[src/rtl/emotion_sequencer.sv]
// emotion_sequencer: owns the energy/stress/pleasure levels, applies stimuli and periodic decay, commits the classifier result with a minimum hold.
// Latency: accept/decay at E0 updates levels at E0; emotion_out and the one-cycle emotion_update pulse appear at E0+2.
// Backpressure: stim_ready is low outside IDLE, while a decay is pending, or while an expired-hold re-evaluation is owed.
module emotion_sequencer #(
    parameter int TICK_DIV   = 1000,
    parameter int HOLD_TICKS = 3
) (
    input  logic       clk,
    input  logic       rst,
    input  logic       stim_valid,
    input  logic [1:0] stim_code,
    output logic       stim_ready,
    output logic [1:0] energy,
    output logic [1:0] stress,
    output logic [1:0] pleasure,
    input  logic [7:0] emotion_in,
    output logic [7:0] emotion_out,
    output logic       emotion_update,
    output logic       busy
);

    localparam int              PW        = (TICK_DIV > 1) ? $clog2(TICK_DIV) : 1;
    localparam logic [PW-1:0]   PRESC_MAX = PW'(TICK_DIV - 1);
    localparam int              HW        = $clog2(HOLD_TICKS + 1);
    localparam logic [HW-1:0]   HOLD_LOAD = HW'(HOLD_TICKS);

    localparam logic [1:0] CODE_FEED  = 2'd0;
    localparam logic [1:0] CODE_PLAY  = 2'd1;
    localparam logic [1:0] CODE_SCOLD = 2'd2;
    localparam logic [1:0] CODE_REST  = 2'd3;

    typedef enum logic [1:0] {
        ST_IDLE   = 2'd0,
        ST_SETTLE = 2'd1,
        ST_EVAL   = 2'd2
    } state_t;

    state_t          state_q, state_d;
    logic [1:0]      energy_q, energy_d;
    logic [1:0]      stress_q, stress_d;
    logic [1:0]      pleasure_q, pleasure_d;
    logic [7:0]      emotion_out_q, emotion_out_d;
    logic            emotion_update_q, emotion_update_d;
    logic [PW-1:0]   presc_q, presc_d;
    logic            decay_pending_q, decay_pending_d;
    logic [HW-1:0]   hold_cnt_q, hold_cnt_d;
    logic            change_pending_q, change_pending_d;

    logic            wrap;
    logic            re_eval;

    function automatic logic [1:0] sat_inc(input logic [1:0] v);
        return (v == 2'd3) ? v : v + 2'd1;
    endfunction

    function automatic logic [1:0] sat_dec(input logic [1:0] v);
        return (v == 2'd0) ? v : v - 2'd1;
    endfunction

    // A held change whose hold has expired must be re-evaluated before any new stimulus.
    assign wrap       = (presc_q == PRESC_MAX);
    assign re_eval    = change_pending_q && (hold_cnt_q == '0);
    assign stim_ready = (state_q == ST_IDLE) && !decay_pending_q && !re_eval;

    assign energy         = energy_q;
    assign stress         = stress_q;
    assign pleasure       = pleasure_q;
    assign emotion_out    = emotion_out_q;
    assign emotion_update = emotion_update_q;
    assign busy           = (state_q != ST_IDLE);

    // Next-state logic: prescaler/tick bookkeeping, then the IDLE->SETTLE->EVAL sequence.
    always_comb begin
        state_d          = state_q;
        energy_d         = energy_q;
        stress_d         = stress_q;
        pleasure_d       = pleasure_q;
        emotion_out_d    = emotion_out_q;
        emotion_update_d = 1'b0;
        presc_d          = wrap ? '0 : presc_q + PW'(1);
        decay_pending_d  = decay_pending_q;
        hold_cnt_d       = hold_cnt_q;
        change_pending_d = change_pending_q;

        // A tick arriving while one is still pending is dropped, not queued.
        if (wrap && !decay_pending_q) begin
            decay_pending_d = 1'b1;
        end
        if (wrap && (hold_cnt_q != '0)) begin
            hold_cnt_d = hold_cnt_q - HW'(1);
        end

        case (state_q)
            ST_IDLE: begin
                if (decay_pending_q) begin
                    decay_pending_d = 1'b0;
                    if (energy_q == 2'd0) begin
                        stress_d = sat_inc(stress_q);
                    end else begin
                        energy_d = energy_q - 2'd1;
                    end
                    state_d = ST_SETTLE;
                end else if (re_eval) begin
                    state_d = ST_SETTLE;
                end else if (stim_valid) begin
                    case (stim_code)
                        CODE_FEED: begin
                            energy_d   = sat_inc(energy_q);
                            pleasure_d = sat_inc(pleasure_q);
                        end
                        CODE_PLAY: begin
                            pleasure_d = sat_inc(pleasure_q);
                            energy_d   = sat_dec(energy_q);
                        end
                        CODE_SCOLD: begin
                            stress_d   = sat_inc(stress_q);
                            pleasure_d = sat_dec(pleasure_q);
                        end
                        CODE_REST: begin
                            energy_d   = sat_inc(energy_q);
                            stress_d   = sat_dec(stress_q);
                        end
                        default: ;
                    endcase
                    state_d = ST_SETTLE;
                end
            end
            ST_SETTLE: begin
                state_d = ST_EVAL;
            end
            ST_EVAL: begin
                state_d = ST_IDLE;
                if (emotion_in == emotion_out_q) begin
                    change_pending_d = 1'b0;
                end else if (hold_cnt_q == '0) begin
                    // Reload overrides any same-edge tick decrement.
                    emotion_out_d    = emotion_in;
                    emotion_update_d = 1'b1;
                    hold_cnt_d       = HOLD_LOAD;
                    change_pending_d = 1'b0;
                end else begin
                    change_pending_d = 1'b1;
                end
            end
            default: begin
                state_d = ST_IDLE;
            end
        endcase
    end

    // State registers with asynchronous reset to the resting mood.
    always_ff @(posedge clk or posedge rst) begin
        if (rst) begin
            state_q          <= ST_IDLE;
            energy_q         <= 2'd2;
            stress_q         <= 2'd0;
            pleasure_q       <= 2'd2;
            emotion_out_q    <= 8'h00;
            emotion_update_q <= 1'b0;
            presc_q          <= '0;
            decay_pending_q  <= 1'b0;
            hold_cnt_q       <= '0;
            change_pending_q <= 1'b0;
        end else begin
            state_q          <= state_d;
            energy_q         <= energy_d;
            stress_q         <= stress_d;
            pleasure_q       <= pleasure_d;
            emotion_out_q    <= emotion_out_d;
            emotion_update_q <= emotion_update_d;
            presc_q          <= presc_d;
            decay_pending_q  <= decay_pending_d;
            hold_cnt_q       <= hold_cnt_d;
            change_pending_q <= change_pending_d;
        end
    end

endmodule

[config.mk]
export PLATFORM = sky130hd
export DESIGN_NAME = emotion_sequencer
export DESIGN_NICKNAME = d
export VERILOG_FILES = /design/src/rtl/emotion_sequencer.sv
export SDC_FILE = /design/constraint.sdc
export NUM_CORES = 1
export LEC_CHECK = 0
export CORE_MARGIN = 2
export CORE_UTILIZATION = 46
export CTS_BUF_LIST = sky130_fd_sc_hd__clkbuf_16
export CTS_CLUSTER_DIAMETER = 150
export CTS_CLUSTER_SIZE = 25
export DETAILED_ROUTE_END_ITERATION = 12
export PLACE_DENSITY = 0.74
export SYNTH_ARGS = -nofsm -noshare
export SYNTH_HDL_FRONTEND = slang
export SYNTH_SLANG_ARGS = --single-unit
[constraint.sdc]
create_clock -name clk -period 1.59 [get_ports clk]
set_input_delay 0.159 -clock clk [delete_from_list [all_inputs] [get_ports clk]]
set_output_delay 0.159 -clock clk [all_outputs]
set_load 0.02 [all_outputs]
==> results.toml <==
[worst_setup_path]
start_kind = "flip-flop"
cp.required_ns = 1.74
arrival_ns = 1.68
cp_slowest_cell = "dfrtp_1"
worstSetupEndpointType = "flip-flop"
crit_family = "simple AND/OR/NAND/NOR gates"
crit_chain = "ha_1 -> and2_1 -> nand3_1 -> nor3b_4 -> buf_4 -> mux2_2"
crit_fanout = 8
cpPeakStageDelay_ns = 0.38
critPathBufInv = 1
path_class = "reg2reg"

[clock_tree]
clockBufferDepth = 2
cts_root_buffer = "clkbuf_16"
cts_tree = "yes"
h-tree-depth = 2
clock_latency_ns = 0.27
cts_buffers = 5
cts-hold-fix-buffers = 0
cts.clk_slew.worst_paths_ns = 0.05
clock-sinks = 31

[finish]
fillers = 265
layout.cells.non_filler = 257
antenna_cells = 0
regArea_um2 = 778
area_growth_pct = 38.0
final_nets = 234
drive_above_1_share_pct = 25.8
multi_input_area_um2 = 973

[timing]
finalHoldViolCount = 0
worstMarginPinSlew_ns = 0.378
max_slew_margin_pct = 74.8
drv_slew = 0
finalCritPeriodShare_pct = 96.6
final.setup_skew_ns = 0.00568
rsz0062_at_grt = "true"
fmax_mhz = 651
hold_ws_ns = 0.260
final.min_clock_period_ns = 1.54
fin_setup_tns_ns = 0
finalSetupViolations = 0

[placement]
gp_congestion = 0.794
portBuffers = 29
placed_cells = 244
place_hpwl_mm = 2.45

[routing]
drt_iter0_drc = 38
drc = 0
finalWirelength_mm = 3.42
vias_per_cell = 4.97
wl_per_cell_um = 13.3
via_count = 1278
ant_nets = 0
dr.pass1.iters = 4

[grt]
grt_pass1_vias = 1324
grt-ovfl-total = 0
grt_usage_pct = 18.0
grt_max_degree = 32
antenna_found_initial = 0
grt_pass1_wl_mm = 5.93

[hold_path]
hold_path.class = "in2async"

[pwr]
intPower_w = 0.00198
power_leakage_nw = 1.09
p_clk_share_pct = 29.9
pwr-share-comb_pct = 33.2
p_sw_share_pct = 32.2
power_frac_seq_pct = 36.9
power_density_mw_per_mm2 = 1210
netSwitchingPower_w = 0.000939
total_power_w = 0.00292
vdd_drop_max_mv = 0.713

[synth]
syn-mean-instance-area_um2 = 11.3
synthesis.area_mm2 = 0.00175
ys_seq_area_share_pct = 44.4
yosysUniqueCellTypes = 41
yosys_most_used_dff = "dfrtp_1"
syn_inst = 155
synthesis.nets = 181
yosys_warnings = 0
async_flop_share_pct = 100
synth_edf_count = 0
synth-seq-cells = 31

[die]
rows = 22
core_area_mm2 = 0.00366
die_h_um = 65.7
fp.dieW_um = 65.7
start_util_pct = 47.8
die-area_mm2 = 0.00432
ios = 30

[run]
cap_violations = 0

[outcome]
status = "finished, final reports clean"
[cells in the final DEF, fill, tap and decap left out, types with 3 or more instances in the layout]
master           synthesis  routed
nand2_1                  4       4
dfrtp_1                 29      29
a21oi_1                  3       3
dlygate4sd2_1            0       3
nor3_1                   3       3
nand4_1                  5       5
xnor2_1                 15      15
mux2_2                  11      11
nor2b_1                  7       7
mux2i_1                  4       4
ha_1                    13      12
clkbuf_16                0       5
clkdlybuf4s50_1          0      25
inv_1                   11      11
xor2_1                   4       4
nor2_1                  14      12
buf_4                    1      20
[per-layer routing]
layer | track usage (%) | vias to the layer above | wire length [µm]
met1 | 22.0 | 616 | 1460
met3 | 4.28 | 2 | 107
li1 | - | 640 | -
met5 | 0 | - | 0
met2 | 31.8 | 20 | 1840
met4 | 4.69 | 0 | 13
[worst paths after layout]
path	from	to	slack (ns)	cells past startpoint
setup reg to reg	presc_q[0]	decay_pending_q	0.05	6
hold reg to reg	presc_q[2]	presc_q[2]	0.50	1
hold / removal	rst	energy[0]	0.26	3
min in group clk	presc_q[2]	presc_q[2]	0.50	1
max in group asynchronous	rst	pleasure[1]	1.02	3
setup / recovery	presc_q[0]	decay_pending_q	0.05	6
[cell families after synthesis]
logic type	synth area share, %
DFF	44.4
adders and majority gates	9.29
muxes	9.36
buffers and inverters	3.71
and+or+nand+nor	15.5
xor gates and xnor gates	9.50
AOI/OAI and AO/OA	8.22
[power groups by stage]
stage	clock network [W]	registers (W)	logic, W
after floorplan	0	0.00116	0.000452
after global placement	0	0.00108	0.000897
after detailed placement	0	0.00109	0.000931
after CTS	0.000894	0.00108	0.000899
after global routing	0.000934	0.00110	0.00107
final	0.000873	0.00108	0.000968
[worst reg2reg max path: stages, from the launching register on]
cell and delay (ns):
dfrtp_1 0.38, ha_1 0.22, and2_1 0.18, nand3_1 0.15
nor3b_4 0.06, buf_4 0.17, mux2_2 0.26
[flip-flops by register name (all words and copies together) (netlist names)]
signal and flops:
energy 2, emotion_out 8, stress 2, pleasure 2, state_q 2, presc_q 10
emotion_update 1, change_pending_q 1, decay_pending_q 1, hold_cnt_q 2
[cell usage after synthesis, drive strengths merged (2+ instances only)]
cell	count	area [µm²]
a21oi	3	15.0
and2	2	12.5
buf	2	18.8
dfrtp	29	726
dfstp	2	52.6
ha	13	163
inv	11	41.3
mux2	11	124
mux2i	4	40.0
nand2	4	15.0
nand3	2	10.0
nand4	6	43.8
nor2	14	52.6
nor2b	7	43.8
nor3	4	25.0
nor3b	2	26.3
o21ai	2	10.0
xnor2	15	131
xor2	4	35.0
[per-stage QoR]
step / utilization, % / setup WS, ns / cell area, µm²
floorplan: - / 0.00756 / 1750
global placement: 59.9 / -0.120 / 2190
detailed placement: 59.9 / -0.211 / 2190
CTS: 64.4 / -0.00483 / 2360
global route: 66.0 / -0.00784 / 2420
finish: 66.0 / 0.0546 / 2420
[area by class of cell]
cell class                 instances  share of cell area (%)
timing repair buffer              48                    17.7
sequential                        31                    32.2
inverter                          11                    1.71
clock inverter                     3                   0.518
clock buffer                       5                    5.18
tap                               48                    2.48
multi-input combinational        111                    40.3
[timing repair]
item	in CTS	in global routing
resized for setup	11	10
pin swaps	0	5
gates cloned	1	0
setup endpoints to repair	14	18
buffers inserted	1	3
(Power assumes the default switching activity.)
